`config.mk`:
```
export PLATFORM = sky130hd
export DESIGN_NAME = neopixel_rx
export DESIGN_NICKNAME = d
export VERILOG_FILES = /design/src/rtl/neopixel_rx_pkg.sv /design/src/rtl/neopixel_rx_sync.sv /design/src/rtl/neopixel_rx.sv
export SDC_FILE = /design/constraint.sdc
export NUM_CORES = 1
export LEC_CHECK = 0
export CORE_AREA = 2 2 121 123
export DETAILED_ROUTE_END_ITERATION = 12
export DIE_AREA = 0 0 123 125
export DONT_BUFFER_PORTS = 1
export PLACE_DENSITY = 0.53
export SETUP_SLACK_MARGIN = 0.1
export SYNTH_ARGS = -nofsm -noshare
export SYNTH_HDL_FRONTEND = slang
export SYNTH_HIERARCHICAL = 1
export SYNTH_SLANG_ARGS = --single-unit
```
`constraint.sdc`:
```
create_clock -name i_clk -period 5.62 [get_ports i_clk]
set_clock_uncertainty 0.05 [all_clocks]
set_input_delay 1.405 -clock i_clk [delete_from_list [all_inputs] [get_ports i_clk]]
set_output_delay 1.405 -clock i_clk [all_outputs]
set_load 0.02 [all_outputs]
```
`src/rtl/neopixel_rx_pkg.sv`:
```
// +------------------------------------------------------------------+
// | Module   : neopixel_rx_pkg                                       |
// | Purpose  : Shared WS2812 timing constants and receiver state     |
// |            encoding for the NeoPixel transmitter/receiver pair.  |
// | Revision : 1.0 - initial release                                 |
// +------------------------------------------------------------------+
`default_nettype none

package neopixel_rx_pkg;

   // Nominal WS2812 bit timing at 27 MHz, in clock cycles
   localparam int c_t0h              = 8;
   localparam int c_t0l              = 26;
   localparam int c_t1h              = 16;
   localparam int c_t1l              = 18;
   localparam int c_treset           = 1350;
   localparam int c_bits_per_pixel   = 24;

   // Receiver states
   typedef enum logic [1:0] {
      S_SYNC = 2'd0,   // waiting for a reset gap before trusting the line
      S_IDLE = 2'd1,   // between frames, line low
      S_HIGH = 2'd2,   // measuring a HIGH pulse
      S_LOW  = 2'd3    // measuring the LOW gap after a bit
   } rx_state_t;

endpackage

`default_nettype wire

```
`src/rtl/neopixel_rx_sync.sv`:
```
// +------------------------------------------------------------------+
// | Module   : neopixel_rx_sync                                      |
// | Purpose  : Two-flop synchronizer for the serial line with        |
// |            single-cycle rise/fall pulses.                        |
// | Revision : 1.0 - initial release                                 |
// +------------------------------------------------------------------+
`default_nettype none

module neopixel_rx_sync (
   input  logic i_clk,
   input  logic i_reset,
   input  logic i_din,
   output logic o_level,
   output logic o_rise,
   output logic o_fall
);

   logic r_meta;
   logic r_sync;
   logic r_prev;

   // Two synchronizer stages plus one history stage for edge detection
   always_ff @(posedge i_clk) begin
      if (i_reset) begin
         r_meta <= 1'b0;
         r_sync <= 1'b0;
         r_prev <= 1'b0;
      end else begin
         r_meta <= i_din;
         r_sync <= r_meta;
         r_prev <= r_sync;
      end
   end

   assign o_level = r_sync;
   assign o_rise  = r_sync & ~r_prev;
   assign o_fall  = ~r_sync & r_prev;

endmodule

`default_nettype wire

```
`src/rtl/neopixel_rx.sv`:
```
// +------------------------------------------------------------------+
// | Module   : neopixel_rx                                           |
// | Purpose  : WS2812 one-wire receiver. Classifies HIGH pulse       |
// |            widths into bits, assembles 24-bit MSB-first pixels   |
// |            and writes them to pixel RAM; flags protocol errors.  |
// | Revision : 1.0 - initial release                                 |
// +------------------------------------------------------------------+
`default_nettype none

module neopixel_rx
   import neopixel_rx_pkg::*;
#(
   parameter int NUM_PIXELS    = 8,
   parameter int BIT_THRESH    = 12,
   parameter int MIN_HIGH      = 3,
   parameter int MAX_HIGH      = 32,
   parameter int TRESET_CYCLES = c_treset
) (
   input  logic        i_clk,
   input  logic        i_reset,
   input  logic        i_din,
   output logic [7:0]  o_mem_addr,
   output logic [23:0] o_mem_data,
   output logic        o_mem_we,
   output logic        o_frame_done,
   output logic [7:0]  o_pixel_count,
   output logic        o_err
);

   // The counter is cleared in the first cycle of a new level, so a run of
   // N cycles shows N-1 in the cycle the closing edge is seen and N-2 in the
   // N-th cycle of the run itself. Thresholds are pre-shifted accordingly.
   localparam logic [15:0] c_thresh_cnt = 16'(BIT_THRESH - 1);
   localparam logic [15:0] c_min_cnt    = 16'(MIN_HIGH - 1);
   localparam logic [15:0] c_max_cnt    = 16'(MAX_HIGH - 1);
   localparam logic [15:0] c_low_term   = 16'(TRESET_CYCLES - 2);
   localparam logic [4:0]  c_last_bit   = 5'(c_bits_per_pixel - 1);
   localparam logic [8:0]  c_num_px     = 9'(NUM_PIXELS);

   logic        w_level;
   logic        w_rise;
   logic        w_fall;

   rx_state_t   r_state;
   rx_state_t   w_state_nxt;
   logic        w_shift_en;
   logic        w_bit;
   logic        w_err_fsm;
   logic        w_frame_end;
   logic        w_clear_idx;

   logic [15:0] r_cnt;
   logic [22:0] r_shift;
   logic [4:0]  r_bit_idx;
   logic [23:0] r_word;
   logic        r_pix_done;
   logic [7:0]  r_pix_idx;

   neopixel_rx_sync u_sync (
      .i_clk   (i_clk),
      .i_reset (i_reset),
      .i_din   (i_din),
      .o_level (w_level),
      .o_rise  (w_rise),
      .o_fall  (w_fall)
   );

   // State register
   always_ff @(posedge i_clk) begin
      if (i_reset) begin
         r_state <= S_SYNC;
      end else begin
         r_state <= w_state_nxt;
      end
   end

   // Next-state logic and per-cycle decode strobes
   always_comb begin
      w_state_nxt = r_state;
      w_shift_en  = 1'b0;
      w_bit       = 1'b0;
      w_err_fsm   = 1'b0;
      w_frame_end = 1'b0;
      w_clear_idx = 1'b0;
      case (r_state)
         S_SYNC: begin
            w_clear_idx = 1'b1;
            if (!w_level && (r_cnt >= c_low_term)) begin
               w_state_nxt = S_IDLE;
            end
         end
         S_IDLE: begin
            w_clear_idx = 1'b1;
            if (w_rise) begin
               w_state_nxt = S_HIGH;
            end
         end
         S_HIGH: begin
            if (w_fall) begin
               if ((r_cnt < c_min_cnt) || (r_cnt > c_max_cnt)) begin
                  w_err_fsm   = 1'b1;
                  w_state_nxt = S_SYNC;
               end else begin
                  w_shift_en  = 1'b1;
                  w_bit       = (r_cnt >= c_thresh_cnt);
                  w_state_nxt = S_LOW;
               end
            end else if (r_cnt >= c_max_cnt) begin
               // Line has been high for MAX_HIGH+1 cycles: stuck high
               w_err_fsm   = 1'b1;
               w_state_nxt = S_SYNC;
            end
         end
         S_LOW: begin
            if (w_rise) begin
               w_state_nxt = S_HIGH;
            end else if (r_cnt >= c_low_term) begin
               w_frame_end = 1'b1;
               w_state_nxt = S_IDLE;
            end
         end
         default: begin
            w_state_nxt = S_SYNC;
         end
      endcase
   end

   // Width counter, bit assembly, pixel write stage and status pulses
   always_ff @(posedge i_clk) begin
      if (i_reset) begin
         r_cnt         <= '0;
         r_shift       <= '0;
         r_bit_idx     <= '0;
         r_word        <= '0;
         r_pix_done    <= 1'b0;
         r_pix_idx     <= '0;
         o_mem_addr    <= '0;
         o_mem_data    <= '0;
         o_mem_we      <= 1'b0;
         o_frame_done  <= 1'b0;
         o_pixel_count <= '0;
         o_err         <= 1'b0;
      end else begin
         o_mem_we     <= 1'b0;
         o_frame_done <= 1'b0;
         o_err        <= w_err_fsm;
         r_pix_done   <= 1'b0;

         if (w_rise || w_fall) begin
            r_cnt <= '0;
         end else if (r_cnt != 16'hFFFF) begin
            r_cnt <= r_cnt + 16'd1;
         end

         if (w_shift_en) begin
            if (r_bit_idx == c_last_bit) begin
               r_word     <= {r_shift, w_bit};
               r_pix_done <= 1'b1;
               r_shift    <= '0;
               r_bit_idx  <= '0;
            end else begin
               r_shift    <= {r_shift[21:0], w_bit};
               r_bit_idx  <= r_bit_idx + 5'd1;
            end
         end

         // Pixels beyond RAM depth are counted but dropped with an error
         if (r_pix_done) begin
            if ({1'b0, r_pix_idx} < c_num_px) begin
               o_mem_we   <= 1'b1;
               o_mem_addr <= r_pix_idx;
               o_mem_data <= r_word;
            end else begin
               o_err <= 1'b1;
            end
            if (r_pix_idx != 8'hFF) begin
               r_pix_idx <= r_pix_idx + 8'd1;
            end
         end

         // A partial pixel at frame end is discarded and flagged
         if (w_frame_end) begin
            o_frame_done  <= 1'b1;
            o_pixel_count <= r_pix_idx;
            if (r_bit_idx != 5'd0) begin
               o_err <= 1'b1;
            end
         end

         if (w_clear_idx) begin
            r_pix_idx <= '0;
            r_bit_idx <= '0;
            r_shift   <= '0;
         end
      end
   end

endmodule

`default_nettype wire

```
==> impl_metrics.py, run 1 <==
metrics = {
    "timing": {
        "finalCriticalPeriod_ps": 2750,
        "finalSetupViolCount": 0,
        "worstMarginPinSlew_ps": 1040,
        "hold_violations": 0,
        "finalCritPeriodShare_pct": 49.0,
        "fin_tns_setup_ps": 0,
        "worst_slack_ps": 2870,
        "relSlewSlack_pct": 30.8,
        "fmax_mhz": 363,
        "grt_setup_unrepaired": "no",
        "slew_violations": 0,
        "fin_hold_ws_ps": 395,
    },
    "route": {
        "wl_per_cell_um": 12.7,
        "viasPerCell": 4.85,
        "drt_wl_total_mm": 9.67,
        "drc": 0,
        "drt_iter0_drc": 127,
        "ant_nets": 0,
        "vias": 3697,
        "dr.pass1.iters": 4,
    },
    "yosys": {
        "synth_edf_count": 0,
        "netlist_instances": 584,
        "synthFlopType": "dfxtp_1",
        "ys.warnings.count": 6,
        "avgSynthCellArea_um2": 8.32,
        "synth_cell_types": 49,
        "ys_top_cells_by_area": "dfxtp_1 51%, nand2_1 13%, a21oi_1 8.7%",
        "synth_area_um2": 4860,
        "synth_fp_nets": 591,
        "async_flop_share_pct": 0,
        "ys_ff_latch": 125,
        "synth_top_cell_by_area": "dfxtp_1",
        "synth-seq-area-share_pct": 51.5,
        "netlist.area_leader.share_pct": 51.5,
    },
    "floorplan": {
        "ios": 46,
        "start_util_pct": 34.2,
        "die_area_um2": 15400,
        "core_um2": 14200,
        "die_h_um": 125,
        "rows": 44,
        "die_w_um": 123,
    },
    "worst_hold_path": {
        "min_path_type": "register to register",
        "min_path_cells": 2,
    },
    "grt": {
        "grt_start_max_net_pins": 72,
        "grt_pass1_vias": 3489,
        "track_usage_pct": 13.3,
        "antenna_found_initial": 0,
        "overflow": 0,
        "grt_pass1_wl_mm": 16.3,
    },
    "placed_design": {
        "place_ws_ps": 2690,
        "placed_cell_area_um2": 4920,
        "io_buffer_count": 0,
        "place_congestion": 0.777,
        "dp_hpwl_mm": 6.22,
        "placed_cells": 734,
    },
    "finish": {
        "nFillCells": 1482,
        "final_common_cell": "nand2_1",
        "drive_gt1_share_pct": 6.74,
        "layout_common_cells": "162 x nand2_1, 125 x dfxtp_1, 84 x a21oi_1",
        "finalNonFillerCells": 763,
        "area_growth_syn_to_layout_pct": 12.5,
        "n_antenna_cell": 0,
        "finalNetCount": 576,
        "stdcell_area_um2": 5470,
        "utilization_pct": 38.5,
    },
    "setup_path": {
        "endpoint_kind": "register",
        "critical_path_class": "register to register",
        "critPathMaxFanout": 28,
        "arrival_ps": 3010,
        "worst_r2r_path_depth": 5,
        "worstPathRequired_ps": 5880,
        "cp-start-kind": "register",
    },
    "clock_tree": {
        "cts_resized": 0,
        "clk_pin_slew_ps": 60,
        "insertion_delay_ps": 420,
        "cts.sink_count": 125,
        "cts_tree": "done",
        "post_cts_buffers": 0,
        "cts.htree.levels": 4,
        "cts_root_buf": "clkbuf_16",
        "cts_buffer_depth": 2,
        "numCtsBuffers": 17,
        "cts_hold_buf": 0,
    },
    "outcome": {
        "status": "completed",
    },
    "pwr": {
        "total_power_mw": 1.91,
        "power_density_nw_per_um2": 349,
        "ir_drop_uv": 203,
        "p_leak_nw": 1.76,
    },
    "job": {
        "maxCapViolCount": 0,
    },
}
==> synthesized netlist by cell type (all sizes together), types with 6 or more instances <==
cell,instances
o21ai,13
buf,16
or4,7
nand2,162
nand4,9
dfxtp,125
nor3,7
xor2,6
a21oi,85
clkbuf,19
mux2i,10
inv,7
xnor2,6
and2,8
nand3,8
nor2b,9
nor2,38
or3,8
==> cell families after synthesis <==
logic type                 synth area share (%)
DFF                                        51.5
and+or+nand+nor                            25.7
xor gates and xnor gates                   2.16
AOI/OAI and AO/OA                          13.3
buffers and inverters                      4.17
adders and majority gates                  1.03
muxes                                      2.06
==> worst max-delay path, stage by stage, from the launching register on <==
cell and delay, ps:
dfxtp_1 340, or4_4 580, nor4_4 360, and3_1 920
nor3_1 100, a221oi_1 290
==> registers in the layout, summed over array words and instances (netlist names), 2 cells and up <==
register	cells
o_mem_addr	8
o_mem_data	24
o_pixel_count	8
r_bit_idx	5
r_cnt	16
r_pix_idx	8
r_shift	23
r_state	2
r_word	24
==> final timing paths <==
| kind | from | to | slack (ps) |
|---|---|---|---|
| hold / removal | r_word[6] | r_word[6] | 390 |
| hold reg to reg | r_word[6] | r_word[6] | 390 |
| setup reg to reg | r_cnt[11] | r_state[0] | 2870 |
| setup / recovery | r_cnt[11] | r_state[0] | 2870 |
==> layer usage <==
| layer | global-route usage (%) | vias to the layer above | part of all wire, % |
|---|---|---|---|
| li1 | - | 1942 | - |
| met1 | 16.0 | 1691 | 47 |
| met2 | 20.8 | 52 | 47 |
| met3 | 5.11 | 12 | 4.2 |
| met4 | 6.35 | 0 | 1.8 |
| met5 | 0 | - | 0 |
==> layout make-up <==
| type | count | area [µm²] | area share, % |
|---|---|---|---|
| sequential | 125 | 2500 | 45.8 |
| timing repair buffer | 1 | 7.51 | 0.137 |
| tap | 184 | 230 | 4.21 |
| multi-input combinational | 417 | 2150 | 39.4 |
| clock buffer | 21 | 480 | 8.79 |
| clock inverter | 8 | 67.6 | 1.24 |
| inverter | 7 | 26.3 | 0.480 |
==> report_power, final <==
part	internal (mW)	leakage (nW)	switching, mW	total (mW)
registers	0.890	1.01	0.00254	0.893
clock network	0.641	0.276	0.364	1.00
logic	0.00489	0.478	0.00719	0.0121
total	1.54	1.76	0.373	1.91
Note: power is estimated with default switching activity, not from simulation.
==> inputs of run 2 (changes only) <==
--- a/config.mk
+++ b/config.mk
@@ -9,7 +9,7 @@
 export DETAILED_ROUTE_END_ITERATION = 12
 export DIE_AREA = 0 0 123 125
 export DONT_BUFFER_PORTS = 1
-export PLACE_DENSITY = 0.53
+export PLACE_DENSITY = 0.54
 export SETUP_SLACK_MARGIN = 0.1
 export SYNTH_ARGS = -nofsm -noshare
 export SYNTH_HDL_FRONTEND = slang
==> constraint.sdc (replaced) <==
create_clock -name i_clk -period 2.3 [get_ports i_clk]
set_clock_uncertainty 0.05 [all_clocks]
set_input_delay 0.575 -clock i_clk [delete_from_list [all_inputs] [get_ports i_clk]]
set_output_delay 0.575 -clock i_clk [all_outputs]
set_load 0.02 [all_outputs]
==> run 2 against run 1 <==
Total power increased to 2.6 times the previous value. Worst hold slack got worse by 210 ps. Sequential power increased by 140%. Cell count increased by 3.3%.
==> impl_metrics.py, run 2 (same netlist as run 1, synthesis figures left out) <==
metrics = {
    "timing": {
        "grt_setup_unrepaired": "yes",
        "finalSetupViolCount": 0,
        "hold_violations": 0,
        "finalCriticalPeriod_ps": 2160,
        "finalCritPeriodShare_pct": 93.7,
        "worstMarginPinSlew_ps": 563,
        "fmax_mhz": 464,
        "slew_violations": 0,
        "fin_hold_ws_ps": 187,
        "worst_slack_ps": 144,
        "relSlewSlack_pct": 62.4,
        "fin_tns_setup_ps": 0,
    },
    "finish": {
        "reg_top3": "o_mem_data (24), r_word (24), r_shift (23)",
        "nFillCells": 1445,
        "utilization_pct": 40.5,
        "final_common_cell": "nand2_1",
        "drive_gt1_share_pct": 11.4,
        "finalNetCount": 598,
        "finalNonFillerCells": 788,
        "stdcell_area_um2": 5760,
        "layout_common_cells": "162 x nand2_1, 123 x dfxtp_1, 83 x a21oi_1",
        "area_growth_syn_to_layout_pct": 18.4,
        "n_antenna_cell": 0,
    },
    "grt": {
        "track_usage_pct": 13.7,
        "grt_pass1_vias": 3636,
        "grt_pass1_wl_mm": 16.9,
        "overflow": 0,
        "antenna_found_initial": 0,
        "grt_start_max_net_pins": 72,
    },
    "route": {
        "drt_wl_total_mm": 9.97,
        "vias": 3782,
        "dr.pass1.iters": 4,
        "drc": 0,
        "viasPerCell": 4.80,
        "ant_nets": 0,
        "drt_iter0_drc": 172,
        "wl_per_cell_um": 12.7,
    },
    "placed_design": {
        "placed_cell_area_um2": 5080,
        "place_congestion": 0.844,
        "place_ws_ps": 118,
        "dp_hpwl_mm": 6.52,
        "io_buffer_count": 0,
        "placed_cells": 753,
    },
    "floorplan": {
        "rows": 44,
        "die_h_um": 125,
        "core_um2": 14200,
        "ios": 46,
        "die_area_um2": 15400,
        "die_w_um": 123,
        "start_util_pct": 34.2,
    },
    "setup_path": {
        "critPathMaxFanout": 6,
        "arrival_ps": 2450,
        "cp_top_family": "simple AND/OR/NAND/NOR gates",
        "path_buf_inv": 0,
        "worstPathCellList": "or4_4 > nor4_4 > nand3_2 > or4_4 > a21oi_2",
        "worstPathRequired_ps": 2590,
        "critPathMostFrequentCell": "or4_4",
        "cp-start-kind": "register",
        "worst_path_max_delay_cell": "or4_4",
        "critical_path_class": "register to register",
        "critical_path.max_stage_delay_ps": 530,
        "endpoint_kind": "register",
    },
    "outcome": {
        "status": "completed",
    },
    "pwr": {
        "pwr-share-comb_pct": 0.6,
        "power_frac_seq_pct": 43.7,
        "total_power_mw": 4.99,
        "switching_share_pct": 18.9,
        "ir_drop_uv": 520,
        "p_switching_uw": 945,
        "internal_power_mw": 4.04,
        "clock_power_share_pct": 55.7,
        "p_leak_nw": 1.91,
        "power_density_nw_per_um2": 867,
    },
    "worst_hold_path": {
        "min_path_type": "input port to register",
    },
    "clock_tree": {
        "cts_tree": "done",
        "cts_buffer_depth": 2,
        "numCtsBuffers": 17,
        "cts_root_buf": "clkbuf_16",
        "insertion_delay_ps": 410,
        "cts.htree.levels": 4,
        "cts.sink_count": 125,
        "cts_hold_buf": 0,
        "clk_pin_slew_ps": 50,
    },
    "job": {
        "maxCapViolCount": 0,
    },
}
run 2: cell types whose count changed in the layout (fill, tap and decap cells not counted), moves of 2 or more:
cell	before	now
clkbuf_8	4	2
buf_6	0	3
dfxtp_1	125	123
bufinv_16	1	4
buf_4	1	19
or4_1	6	4
or4_4	1	3
clkinvlp_4	1	3
run 2: path summary, 6_finish.rpt:
| check | start | to | slack (ps) | cells past startpoint |
|---|---|---|---|---|
| worst max-delay path | r_cnt[6] | r_bit_idx[4] | 140 | 5 |
| worst min-delay path | i_reset | o_mem_data[6] | 190 | 1 |
| worst max register to register | r_cnt[6] | r_bit_idx[4] | 140 | 5 |
| worst min register to register | r_word[18] | o_mem_data[18] | 390 | 2 |
run 2: cell type report:
class | count | area, µm² | area share, %
Timing Repair Buffer | 23 | 196 | 3.41
Clock inverter | 12 | 168 | 2.91
Sequential cell | 125 | 2510 | 43.6
Multi-Input combinational cell | 417 | 2170 | 37.7
Tap cell | 184 | 230 | 4.00
Inverter | 7 | 26.3 | 0.457
Clock buffer | 20 | 457 | 7.93
run 2: timing repair:
item	4_1_cts	5_1_grt
setup buffers	0	3
endpoints found under the setup margin	1	10
resized for setup	0	10
pin swaps	0	7
run 2: worst register-to-register path, delay by kind of cell, from the launching register on:
| family | cells | cell delay, ps |
|---|---|---|
| AOI/OAI and AO/OA | 1 | 120 |
| DFF | 1 | 350 |
| and+or+nand+nor | 4 | 1570 |
run 2: power by group through the flow:
stage                     sequential [mW]  combinational (mW)  clock (mW)
after global placement               2.23              0.0285           0
after floorplan                      2.22              0.0387           0
after CTS                            2.18              0.0310        2.86
after detailed placement             2.23              0.0309           0
final                                2.18              0.0303        2.78
after global routing                 2.18              0.0349        2.94
run 2: routing by layer:
layer / vias to the layer above / track usage [%] / wire, µm
li1: 1989 / - / -
met1: 1741 / 16.4 / 4720
met2: 45 / 22.4 / 4810
met3: 7 / 4.84 / 354
met4: 0 / 5.01 / 92
met5: - / 0 / 0
